## src/rtl/iter_shifter.sv

```systemverilog
// Multi-cycle shift/rotate unit: moves at most STEP bit positions per clock.
// Start/done handshake; ready in IDLE, busy in SHIFT/DONE, result registered on out.
module iter_shifter #(
    parameter int WIDTH = 32,
    parameter int STEP  = 4,
    parameter int SHW   = $clog2(WIDTH)
) (
    input  logic             clk,
    input  logic             rst_n,
    input  logic             start,
    input  logic [2:0]       op,
    input  logic [WIDTH-1:0] a,
    input  logic [SHW-1:0]   amt,
    output logic             ready,
    output logic             busy,
    output logic             done,
    output logic [WIDTH-1:0] out
);

    localparam logic [2:0] OP_SLL = 3'b000;
    localparam logic [2:0] OP_SRL = 3'b001;
    localparam logic [2:0] OP_SRA = 3'b010;
    localparam logic [2:0] OP_ROL = 3'b011;
    localparam logic [2:0] OP_ROR = 3'b100;

    localparam logic [SHW:0] STEP_W  = (SHW+1)'(STEP);
    localparam logic [SHW:0] WIDTH_W = (SHW+1)'(WIDTH);

    typedef enum logic [1:0] {S_IDLE, S_SHIFT, S_DONE} state_t;

    state_t           state, state_nxt;
    logic [WIDTH-1:0] acc, acc_nxt, shifted, sra_v;
    logic [2:0]       op_r, op_nxt;
    logic [SHW-1:0]   rem, rem_nxt, k;
    logic [SHW:0]     back;
    logic [WIDTH-1:0] out_r;

    // k never exceeds rem, so truncating STEP_W is safe whenever it is selected
    always_comb begin
        k    = ({1'b0, rem} > STEP_W) ? STEP_W[SHW-1:0] : rem;
        back = WIDTH_W - {1'b0, k};
        sra_v = $signed(acc) >>> k;
        case (op_r)
            OP_SLL:  shifted = acc << k;
            OP_SRL:  shifted = acc >> k;
            OP_SRA:  shifted = sra_v;
            OP_ROL:  shifted = (acc << k) | (acc >> back);
            OP_ROR:  shifted = (acc >> k) | (acc << back);
            default: shifted = acc;
        endcase
    end

    always_comb begin
        state_nxt = state;
        acc_nxt   = acc;
        op_nxt    = op_r;
        rem_nxt   = rem;
        case (state)
            S_IDLE: begin
                if (start) begin
                    acc_nxt   = a;
                    op_nxt    = op;
                    rem_nxt   = amt;
                    state_nxt = (amt != '0 && op <= OP_ROR) ? S_SHIFT : S_DONE;
                end
            end
            S_SHIFT: begin
                acc_nxt = shifted;
                rem_nxt = rem - k;
                if (rem == k) state_nxt = S_DONE;
            end
            default: state_nxt = S_IDLE;
        endcase
    end

    // out is loaded on the edge entering DONE so it is valid during the done pulse
    always_ff @(posedge clk) begin
        if (!rst_n) begin
            state <= S_IDLE;
            acc   <= '0;
            op_r  <= '0;
            rem   <= '0;
            out_r <= '0;
        end else begin
            state <= state_nxt;
            acc   <= acc_nxt;
            op_r  <= op_nxt;
            rem   <= rem_nxt;
            if (state_nxt == S_DONE && state != S_DONE) out_r <= acc_nxt;
        end
    end

    assign ready = (state == S_IDLE);
    assign busy  = (state != S_IDLE);
    assign done  = (state == S_DONE);
    assign out   = out_r;

endmodule

```

## config.mk

```make
export PLATFORM = sky130hd
export DESIGN_NAME = iter_shifter
export DESIGN_NICKNAME = d
export VERILOG_FILES = /design/src/rtl/iter_shifter.sv
export SDC_FILE = /design/constraint.sdc
export NUM_CORES = 1
export LEC_CHECK = 0
export CAP_MARGIN = 20
export CORE_MARGIN = 4
export CORE_UTILIZATION = 55
export DETAILED_ROUTE_END_ITERATION = 10
export PLACE_DENSITY = 0.88
export RECOVER_POWER = 100
export SYNTH_ARGS = -nofsm -noshare
export SYNTH_HDL_FRONTEND = slang
export SYNTH_SLANG_ARGS = --single-unit
```

## constraint.sdc

```tcl
create_clock -name clk -period 8.5 [get_ports clk]
set_input_delay 1.275 -clock clk [delete_from_list [all_inputs] [get_ports clk]]
set_output_delay 1.275 -clock clk [all_outputs]
set_load 0.01 [all_outputs]
```

==> flow_summary.yaml <==
worst_setup_path:
  rrSetupSlack_ns: 1.56
  path_cells: "clkbuf_1 -> nor4b_1 -> buf_4 -> inv_1 -> ha_1 -> or4b_1 -> o21ai_0 -> and2_1 -> a2111oi_0 -> o21ai_1"
  startpoint_type: "flop"
  slowest_delay_ns: 1.50
  critPathMaxFanout: 42
  ff2ff_path_depth: 10
  slowest_stage: "a2111oi_0"
  r2r-end: "out[25]$_SDFFE_PN0P_"
  required_ns: 8.68
  reg2reg_from: "rem[1]$_SDFFE_PN0P_"
  crit_type: "reg -> reg"
  worstPathArrival_ns: 7.12
  setup.worst_path.end_class: "flop"
clock_network:
  post_cts_buffers: 0
  ctsRootBufferMaster: "clkbuf_16"
  cts_buffer_depth: 2
  tritoncts: "yes"
  cts.clk_slew.worst_paths_ns: 0.06
  cts.sinks: 74
  cts_max_level: 3
  cts_resized: 0
  cts_made_buffers: 9
  insertion_delay_ns: 0.36
  cts.hold.buffers_added: 0
yosys:
  synth_most_common_cell: "nand2_1"
  yosysTopAreaCell: "dfxtp_1"
  synth_edf_count: 0
  yosys-top-cells-area: "dfxtp_1, mux2i_1, mux4_2"
  async_reset_ff_share_pct: 0
  syn-instance-count: 1122
  synth_cell_types: 83
  synthesis.area_um2: 8230
  synth.avg_cell_area_um2: 7.33
  synth.top_cell.area_share_pct: 18.0
  yosys_warnings: 0
  syn-num-nets: 1167
  ys_seq_elements: 74
  synth_commonest_cells: "nand2_1, clkbuf_1, dfxtp_1, o21ai_0, nor2_1"
  ys_seq_area_share_pct: 18.0
  ys.flop_type: "dfxtp_1"
layout:
  seq_area_um2: 1480
  syn2layout_area_growth_pct: 12.0
  instances_no_fill: 1295
  final_nets: 1150
  multi_input_area_um2: 6110
  drive_above_1_share_pct: 9.46
  nFillCells: 1304
min_path:
  hold_depth: 2
  min_path_type: "reg -> reg"
  min_to: "out[25]$_SDFFE_PN0P_"
  min-delay-start: "out[25]$_SDFFE_PN0P_"
pwr:
  total_power_w: 0.00164
  p_leak_nw: 3.30
  power_density_nw_per_um2: 177
  ir_drop_mv: 0.129
  comb_power_share_pct: 46.1
  p_clk_share_pct: 25.2
  seqPwrFrac_pct: 28.6
  p_sw_w: 0.000760
  internal_power_w: 0.000875
  p_sw_share_pct: 46.5
timing:
  fmax_mhz: 144
  max_slew_margin_pct: -24.6
  worstMarginPinSlew_ns: 1.82
  period_share_pct: 81.7
  slew_violations: 74
  setup_viol: 0
  skew_ns: 0.00798
  final-hold-violation-count: 0
  fin_setup_tns_ns: 0
  post-route-min-period_ns: 6.94
  grt_setup_unrepaired: "false"
global_routing:
  antenna_found_initial: 0
  grt-ovfl-total: 0
  grt_max_degree: 63
  globalRouteTotalUtil_pct: 46.7
  grt_pass1_vias: 9238
  grt_pass1_wl_um: 59300
run:
  maxCapViolCount: 3
detailed_routing:
  viasPerCell: 7.97
  drt_iter0_drc: 2172
  wire_per_inst_um: 30.7
  drt_pass1_iterations: 7
  postRouteAntennaNets: 0
  vias: 10300
  drc_errors: 0
  drt_wl_total_um: 39700
floorplanning:
  core_um2: 14600
  start_util_pct: 56.4
  fp-row-count: 44
  dieArea_um2: 17000
  dieHeight_um: 130
  die_x_um: 130
  ios: 78
placement:
  portBuffers: 77
  place.gp.congestion: 1.10
  place_inst: 1276
  dp_hpwl_um: 26500
outcome:
  status: "finished with violations"
  violations: "capacitance limit, slew limit"
kinds of logic after synthesis:
kind of cell	synth area share, %
AO/OA/AOI/OAI	34.0
AND/OR/NAND/NOR	21.7
buffers and inverters	7.92
multiplexers	17.5
flip-flops	18.0
XOR/XNOR	0.532
adder cells (fa/ha/maj)	0.304
other	0.0456
cell usage in the layout, fill, tap and decap left out, drive strengths merged, types with 20 or more instances in the layout:
| cell | count |
|---|---|
| a21oi | 59 |
| a22oi | 22 |
| mux2 | 21 |
| inv | 20 |
| a31oi | 26 |
| buf | 30 |
| nand3 | 53 |
| dfxtp | 74 |
| mux4 | 23 |
| o21ai | 89 |
| nor2 | 69 |
| nor3 | 24 |
| dlygate4sd3 | 35 |
| clkdlybuf4s50 | 41 |
| nand2 | 121 |
| mux2i | 68 |
worst max-delay path by stage:
| stage | from | end | slack (ns) | cells after the start |
|---|---|---|---|---|
| after floorplan | rem[2]$_SDFFE_PN0P_ | out[25]$_SDFFE_PN0P_ | 4.81 | 15 |
| after global placement | rem[1]$_SDFFE_PN0P_ | out[1]$_SDFFE_PN0P_ | 3.51 | 12 |
| after detailed placement | rem[1]$_SDFFE_PN0P_ | out[1]$_SDFFE_PN0P_ | 3.44 | 12 |
| after CTS | rem[1]$_SDFFE_PN0P_ | out[1]$_SDFFE_PN0P_ | 3.44 | 12 |
| after global routing | rem[1]$_SDFFE_PN0P_ | out[25]$_SDFFE_PN0P_ | 1.56 | 9 |
| final | rem[1]$_SDFFE_PN0P_ | out[25]$_SDFFE_PN0P_ | 1.56 | 10 |
per-stage QoR:
| step | util, % | worst slack (ns) | hold slack [ns] | instance area [um^2] |
|---|---|---|---|---|
| after floorplan | - | 4.81 | 0.481 | 8230 |
| after global placement | 61.1 | 3.51 | 0.453 | 8920 |
| after detailed placement | 61.2 | 3.44 | 0.456 | 8930 |
| after CTS | 63.3 | 3.44 | 0.469 | 9240 |
| after global routing | 63.1 | 1.56 | 0.483 | 9210 |
| final | 63.2 | 1.56 | 0.465 | 9210 |
critical path: cells and delay by family (launching register included):
family                     cells  cell delay, ns
adders and majority gates      1            0.77
AOI/OAI and AO/OA              3            1.86
buffers and inverters          3            2.46
and+or+nand+nor                3            1.32
DFF                            1            0.30
area by class of cell:
cell class,instances,share of cell area (%)
Multi-Input combinational cell,889,66.3
Sequential cell,74,16.1
Clock inverter,6,0.788
Timing Repair Buffer,112,10.9
Inverter,19,0.774
Tap cell,184,2.50
Antenna cell,1,0.0272
Clock buffer,10,2.59
power by group through the flow:
stage	registers [W]	logic [W]	clock network [W]
floorplan	0.000413	0.000493	0
global placement	0.000468	0.000711	0
detailed placement	0.000468	0.000715	0
CTS	0.000460	0.000719	0.000410
global route	0.000468	0.000776	0.000427
finish	0.000468	0.000754	0.000413
sequential cells by signal, summed over array words and instances, names as in the netlist:
| signal | cells |
|---|---|
| acc | 32 |
| op_r | 3 |
| out | 32 |
| rem | 5 |
| state | 2 |
layer usage:
| layer | vias to the layer above | share of wire (%) | GRT usage, % |
|---|---|---|---|
| met5 | - | 0 | 0 |
| met4 | 0 | 6.2 | 22.2 |
| met3 | 246 | 17 | 20.0 |
| met2 | 996 | 39 | 63.1 |
| met1 | 4826 | 37 | 63.4 |
| li1 | 4249 | - | - |
No activity file was read; power rests on OpenSTA's default activity.
